## src/rtl/axi_burst_write_slave.sv

```systemverilog
// AXI write-only burst slave backed by a small word array.
// One burst is in flight at a time: AW is taken in IDLE, beats are absorbed
// in DATA, a single B response is returned in RESP. The array is readable
// through a registered side port.
//
// state | meaning
// ------+-------------------------------------------------------------
// IDLE  | waiting for an AW handshake (awready_o high after reset)
// DATA  | absorbing exactly awlen+1 W beats into the array
// RESP  | presenting the B response until bready_i
module axi_burst_write_slave #(
  parameter int                    DATA_WIDTH = 32,
  parameter int                    ADDR_WIDTH = 32,
  parameter int                    DEPTH      = 16,
  parameter logic [ADDR_WIDTH-1:0] BASE_ADDR  = '0,
  localparam int                   STRB_W     = DATA_WIDTH / 8,
  localparam int                   RA_W       = (DEPTH > 1) ? $clog2(DEPTH) : 1
) (
  input  logic                  clk,
  input  logic                  areset,
  input  logic [3:0]            awid_i,
  input  logic [ADDR_WIDTH-1:0] awaddr_i,
  input  logic [7:0]            awlen_i,
  input  logic [2:0]            awsize_i,
  input  logic [1:0]            awburst_i,
  input  logic                  awvalid_i,
  output logic                  awready_o,
  input  logic [3:0]            wid_i,
  input  logic [DATA_WIDTH-1:0] wdata_i,
  input  logic [STRB_W-1:0]     wstrb_i,
  input  logic                  wlast_i,
  input  logic                  wvalid_i,
  output logic                  wready_o,
  output logic [3:0]            bid_o,
  output logic [1:0]            bresp_o,
  output logic                  bvalid_o,
  input  logic                  bready_i,
  input  logic [RA_W-1:0]       rd_addr_i,
  output logic [DATA_WIDTH-1:0] rd_data_o,
  output logic                  wr_done_o
);

  localparam int              LG_BYTES = $clog2(STRB_W);
  // Index is one bit wider than the address so an INCR run past the top can
  // never fold back into the array range.
  localparam int              IDX_W    = ADDR_WIDTH + 1;
  localparam logic [RA_W:0]   DEPTH_RA = (RA_W + 1)'(DEPTH);
  localparam logic [1:0]      BURST_INCR = 2'b01;

  typedef enum logic [1:0] {S_IDLE, S_DATA, S_RESP} state_t;

  state_t                state_q, state_d;
  logic                  live_q;
  logic [3:0]            id_q;
  logic [IDX_W-1:0]      idx_q;
  logic [7:0]            cnt_q;
  logic [1:0]            burst_q;
  logic                  err_type_q;
  logic                  err_q;
  logic                  wr_done_q;
  logic [DATA_WIDTH-1:0] rd_data_q;
  logic [DATA_WIDTH-1:0] mem [DEPTH];

  logic                  aw_hs, beat, last_beat, b_hs;
  logic                  aw_err, idx_in_range;
  logic [IDX_W-1:0]      idx_start;
  logic [RA_W-1:0]       idx_wr;

  assign aw_hs        = awvalid_i && awready_o;
  assign beat         = wvalid_i && wready_o;
  assign last_beat    = beat && (cnt_q == 8'd0);
  assign b_hs         = bvalid_o && bready_i;
  assign aw_err       = awburst_i[1] || (awsize_i != 3'(LG_BYTES));
  assign idx_start    = IDX_W'((awaddr_i - BASE_ADDR) >> LG_BYTES);
  assign idx_in_range = idx_q < IDX_W'(DEPTH);
  assign idx_wr       = idx_q[RA_W-1:0];
  assign wr_done_o    = wr_done_q;
  assign rd_data_o    = rd_data_q;

  // State register; live_q holds awready low until the first edge after reset.
  always_ff @(posedge clk or posedge areset) begin
    if (areset) begin
      state_q <= S_IDLE;
      live_q  <= 1'b0;
    end else begin
      state_q <= state_d;
      live_q  <= 1'b1;
    end
  end

  // Next-state decode.
  always_comb begin
    state_d = state_q;
    case (state_q)
      S_IDLE:  if (aw_hs)     state_d = S_DATA;
      S_DATA:  if (last_beat) state_d = S_RESP;
      S_RESP:  if (b_hs)      state_d = S_IDLE;
      default:                state_d = S_IDLE;
    endcase
  end

  // Handshake and response outputs, decoded from the current state.
  always_comb begin
    awready_o = 1'b0;
    wready_o  = 1'b0;
    bvalid_o  = 1'b0;
    bid_o     = 4'd0;
    bresp_o   = 2'b00;
    case (state_q)
      S_IDLE: awready_o = live_q;
      S_DATA: wready_o  = 1'b1;
      S_RESP: begin
        bvalid_o = 1'b1;
        bid_o    = id_q;
        bresp_o  = err_q ? 2'b10 : 2'b00;
      end
      default: ;
    endcase
  end

  // Burst context: captured on AW, advanced per beat, errors accumulated.
  always_ff @(posedge clk or posedge areset) begin
    if (areset) begin
      id_q       <= 4'd0;
      idx_q      <= '0;
      cnt_q      <= 8'd0;
      burst_q    <= 2'b00;
      err_type_q <= 1'b0;
      err_q      <= 1'b0;
      wr_done_q  <= 1'b0;
    end else begin
      wr_done_q <= b_hs;
      if (aw_hs) begin
        id_q       <= awid_i;
        idx_q      <= idx_start;
        cnt_q      <= awlen_i;
        burst_q    <= awburst_i;
        err_type_q <= aw_err;
        err_q      <= aw_err;
      end else if (beat) begin
        if (!idx_in_range || (wid_i != id_q) || (wlast_i != (cnt_q == 8'd0)))
          err_q <= 1'b1;
        if (burst_q == BURST_INCR)
          idx_q <= idx_q + IDX_W'(1);
        cnt_q <= cnt_q - 8'd1;
      end
    end
  end

  // Word array: byte-lane writes for accepted, in-range beats of clean bursts.
  always_ff @(posedge clk or posedge areset) begin
    if (areset) begin
      for (int i = 0; i < DEPTH; i++) mem[i] <= '0;
    end else if (beat && !err_type_q && idx_in_range) begin
      for (int b = 0; b < STRB_W; b++)
        if (wstrb_i[b]) mem[idx_wr][b*8 +: 8] <= wdata_i[b*8 +: 8];
    end
  end

  // Registered read-back; a write in the same cycle is seen one cycle later.
  always_ff @(posedge clk or posedge areset) begin
    if (areset)
      rd_data_q <= '0;
    else if ({1'b0, rd_addr_i} < DEPTH_RA)
      rd_data_q <= mem[rd_addr_i];
    else
      rd_data_q <= '0;
  end

endmodule

```

## config.mk

```make
export PLATFORM = sky130hd
export DESIGN_NAME = axi_burst_write_slave
export DESIGN_NICKNAME = d
export VERILOG_FILES = /design/src/rtl/axi_burst_write_slave.sv
export SDC_FILE = /design/constraint.sdc
export NUM_CORES = 1
export LEC_CHECK = 0
export CAP_MARGIN = 0
export CORE_MARGIN = 5
export CORE_UTILIZATION = 30
export CTS_BUF_LIST = sky130_fd_sc_hd__clkbuf_8 sky130_fd_sc_hd__clkbuf_16
export DETAILED_ROUTE_END_ITERATION = 10
export GPL_TIMING_DRIVEN = 0
export PLACE_DENSITY = 0.45
export SYNTH_ARGS = -nofsm -noshare
export SYNTH_HDL_FRONTEND = slang
export SYNTH_SLANG_ARGS = --single-unit
```

## constraint.sdc

```tcl
create_clock -name clk -period 47.2 [get_ports clk]
set_input_delay 14.16 -clock clk [delete_from_list [all_inputs] [get_ports clk]]
set_output_delay 14.16 -clock clk [all_outputs]
set_load 0.1 [all_outputs]
```

**After elaboration in Yosys (flattened, before gate mapping)**

Index checks and enable logic that the tools add are counted.

- Register bits: 597
- Bits in latches: 0
- Memory bits (writable): 0
- Bits in read-only memories: 0
- Input bits: 99
- Output and inout bits: 42
- Word-level logic and storage cells: 103
- Memories kept: 0

- Add/sub/neg operators: 2
- Multiply operators: 0
- Div/mod/pow operators: 0
- $lt $le $gt $ge: 4
- Eq/ne operators: 9
- Shift-type cells: 0
- Multiplexer cells: 40
- Bitwise gates (word level): 2
- Reduce and logical (&&, ||, !) cells: 20

Operators with widths:

| cell | count |
|---|---|
| 512-bit 2-to-1 mux | 7 |
| 512-bit bitwise mux | 4 |
| 32-bit demux with 4-bit select | 4 |
| 32-bit binary-select mux with 4-bit select | 1 |
| 33-bit 2-to-1 mux | 3 |
| 32-bit 2-to-1 mux | 3 |
| 33-bit by 1-bit adder with 33-bit output (second input constant) | 1 |
| 33-bit by 5-bit less-than comparator with 1-bit output (second input constant) | 1 |
| 24-bit 2-to-1 mux | 1 |
| 8-bit 2-to-1 mux | 3 |
| 16-bit 2-to-1 mux | 1 |
| 5-bit greater-or-equal comparator (second input constant) | 2 |
| 2-bit 2-to-1 mux | 5 |
| 4-bit inverter with 5-bit output | 2 |
| 8-bit zero test | 1 |
| 8-bit by 1-bit subtractor with 8-bit output (second input constant) | 1 |
| 1-bit logical AND | 7 |
| 1-bit 2-to-1 mux | 6 |
| 2-bit != test (second input constant) | 3 |
| 2-bit one-hot mux with 3 select lines | 1 |
| 2-bit nonzero test | 3 |
| 5-bit by 1-bit less-than comparator with 1-bit output (second input constant) | 1 |
| 2-bit by 1-bit equality test with 1-bit output (second input constant) | 2 |
| 4-bit 2-to-1 mux | 1 |
| 9 further kinds | 13 |

**Logic depth before layout (Yosys ltp)**

- Word-level depth: 16
- Gate-level depth with buffers: 8
- Depth with buffers taken out: 6

**Worst setup path after synthesis**

No wires, ideal clock.

- Path type: register -> output
- From: register state_q[0]
- To: output port bid_o[0]
- Data arrival time: 2822 ps
- Data required time: 33040 ps
- Slack: 30218 ps
- Stages on the path, launching flop included: 3
- Path buffers: 0
- Cell sequence: dfrtp_1 > nor2b_1 > and2_1

- Longest elaborated chain between the ends: 2

Ends and longest elaborated chain:

| item | RTL line | RTL |
|---|---|---|
| from (decl) | 52 | `state_t state_q, state_d;` |
| from (signal assigned) | 86 | `state_q <= state_d;` |
| 2-bit equality test | 109 | `case (state_q)` |
| 4-bit 2-to-1 mux | 109 |  |
| to (decl) | 34 | `output logic [3:0] bid_o,` |

Every way passes these cells.

**Worst setup path in the final report**

- From: register state_q[1]
- To: output port bresp_o[1]

- Longest elaborated chain between the ends: 2

Ends and longest elaborated chain:

| item | RTL line | RTL |
|---|---|---|
| 2-bit equality test | 109 |  |
| 2-bit 2-to-1 mux | 109 |  |
| to (decl) | 35 | `output logic [1:0] bresp_o,` |

Every way passes these cells.

==> impl_results.md <==
* Chip Width at 313 µm
* Syn Inst Count at 1727
* Final period util at 0.360
* Worst skew pair latency at 0.63 ns
* PnR worst setup slack at 30.22 ns
* Share of layout cells above drive strength 1 at 0.395
* IO Pins at 141
* Worst slew pin tran at 1.44 ns
* Via density per instance at 4.97
* RSZ-0062 raised after global routing: no
* Grt ovf at 0
* Asr flop ratio synth at 1.00
* Placed instance area at 30500 µm²
* Top cells by count, synth: 597 x dfrtp_1, 397 x mux2_2, 160 x mux4_2
* DR WL/cell at 25.2 µm
* Clock slew seen by the registers of the worst setup and hold paths at 0.05 ns
* Top cell type's share of synthesized area at 0.544
* Pre-CTS WS at 29.93 ns
* Final hold violation count at 0
* DR iter-0 viols at 888
* Clock Skews at 0.0303 ns
* CP Capture Type: output port
* H-tree depth at 3
* Chip height at 313 µm
* Vias in the first global route at 17300
* Syn Area/Cell at 15.9 µm²
* Num CTS Buffers at 73
* Hold-fix buffers, CTS at 0
* CP max FO at 8
* DRC viols at 0
* GRT Total Usage at 0.165
* Outcome: completed
* Cell Area, Synth at 27500 µm²
* Count leader, synth: dfrtp_1
* Setup_tns at 0 ns
* 1st-pass router iterations at 5
* Clock buffer depth at 3
* HP Class: reg2reg
* Flops & latches, synth at 597
* CTS Sinks at 597
* Largest net degree at the start of global routing at 126
* Sequential fraction of the synthesis area at 0.544
* Placed Cells at 3054
* Routability Congestion at 0.787
* Cts repair resizes at 0
* HPWL Detailed at 54000 µm
* WS Path Type: reg2out
* Port buffer count at 134
* Final wirelength at 80500 µm
* Yosys top cell by area: dfrtp_1
* Max IR drop VDD at 0.0295 mV
* Final setup viols at 0
* Synth top area cells: dfrtp_1 54%, mux2_2 16%, mux4_2 13%
* Post-synth EDFFs at 0
* Most common flop cell mapped by yosys: dfrtp_1
* Starting density of the core at 0.301
* First-pass GRT wire length at 120000 µm
* Leakage power at 15.7 nW
* Core Box Area at 91200 µm²
* Worst path slowest cell: clkdlybuf4s50_1
* CTS tree: done
* Post-CTS Setup Bufs at 0
* Relative slew slack at 0.0385
* Crit path largest cell delay at 1.15 ns
* Antenna viol nets, final at 0
* Final core utilization at 0.361
* NumNets Final at 2049
* FMAX at 58.9 MHz
* Ys Warns at 0
* Max_cap viols at 0
* Slew Viols, Final at 0
* Fin cells at 3188
* Clk Tree Root Cell: clkbuf_16
* P&R area growth vs syn at 20.0%
* Startpoint types: flip-flop
* Critical Path AT at 2.82 ns
* Required time of the critical path at 33.04 ns
* Mapped Nets at 1832
* Row cnt at 111
* CP cell instances: nor2b_1 > and2_1 > clkdlybuf4s50_1
* Via count at 15800
* PD cells at 37.8 nW/µm²
* Final std cell area, no fill at 33000 µm²
* Antenna violations before repair at 8
* Full die area at 97800 µm²
* Final Critical Period at 16.98 ns
* Synth cell types at 55
cells in the final DEF (no fill, tap or decap), types with 14 or more instances in the layout:
cell type | Yosys | routed
clkbuf_1 | 61 | 59
dfrtp_1 | 597 | 597
mux2_2 | 397 | 397
nor2_4 | 22 | 22
clkdlybuf4s50_1 | 0 | 134
mux4_2 | 160 | 160
nand2_1 | 65 | 65
inv_1 | 9 | 25
nor2_8 | 29 | 29
o21ai_0 | 27 | 27
clkbuf_8 | 0 | 15
nor2_1 | 15 | 15
nand3_1 | 23 | 23
buf_2 | 15 | 21
clkbuf_16 | 0 | 74
xnor2_1 | 14 | 14
nand4_1 | 16 | 16
mux2_1 | 116 | 116
xor2_1 | 22 | 22
final timing paths:
kind / start / end / depth (start not counted) / slack, ns
max: state_q[1]$_DFFE_PP0P_ / bresp_o[1] / 3 / 30.22
min: burst_q[1]$_DFFE_PP0P_ / burst_q[1]$_DFFE_PP0P_ / 2 / 0.47
max reg2reg: idx_q[16]$_DFFE_PP0P_ / mem[139]$_DFFE_PP0P_ / 6 / 44.23
min reg2reg: burst_q[1]$_DFFE_PP0P_ / burst_q[1]$_DFFE_PP0P_ / 2 / 0.47
max in group asynchronous: areset / rd_data_o[17]$_DFF_PP0_ / 5 / 31.26
min in group asynchronous: areset / mem[100]$_DFFE_PP0P_ / 2 / 13.95
worst max-delay path: cells and delay by family, from the launching register on:
kind	cells	cell delay, ns
buffers and inverters	1	1.15
and+or+nand+nor	2	0.64
DFF	1	0.41
power by group:
group          total [W]  leakage [nW]  internal [W]  switching (W)
registers       0.000556          8.26      0.000531      0.0000248
clock network   0.000570          1.28      0.000339       0.000231
logic           0.000120          6.12     0.0000409      0.0000786
total            0.00125          15.7      0.000911       0.000335
registers in the layout (all words and copies together) (netlist names):
name	flops
mem	512
idx_q	33
rd_data_o	32
cnt_q	8
id_q	4
burst_q	2
state_q	2
err_q	1
err_type_q	1
live_q	1
wr_done_o	1
routing by layer:
metal | vias up | GRT usage | share of wire
met5 | - | 0 | 0.00084
met4 | 10 | 0.0467 | 0.025
met3 | 110 | 0.0348 | 0.047
met2 | 329 | 0.268 | 0.47
met1 | 8499 | 0.227 | 0.45
li1 | 6896 | - | -
cells by family after synthesis:
kind of cell             Yosys count  share of synthesized area
other                              2                   0.000273
adder cells (fa/ha/maj)            6                    0.00273
AO/OA/AOI/OAI                     51                     0.0101
XOR/XNOR                          36                     0.0115
AND/OR/NAND/NOR                  258                     0.0736
multiplexers                     674                      0.342
flip-flops                       597                      0.544
buffers and inverters            103                     0.0167
through the flow:
step	hold WS, ns	total power, W
floorplan	0.437	0.000635
global placement	0.461	0.000681
detailed placement	0.460	0.000685
CTS	0.474	0.00126
global route	0.492	0.00130
finish	0.470	0.00125
final cells by class:
type | count | area (µm²)
Antenna cell | 3 | 7.51
Buffer | 94 | 434
Clock buffer | 89 | 2060
Clock inverter | 41 | 404
Fill cell | 8653 | 58300
Inverter | 9 | 41.3
Multi-Input combinational cell | 1027 | 12100
Sequential cell | 597 | 14900
Tap cell | 1186 | 1480
Timing Repair Buffer | 142 | 1520
No activity file was read; power rests on OpenSTA's default activity.
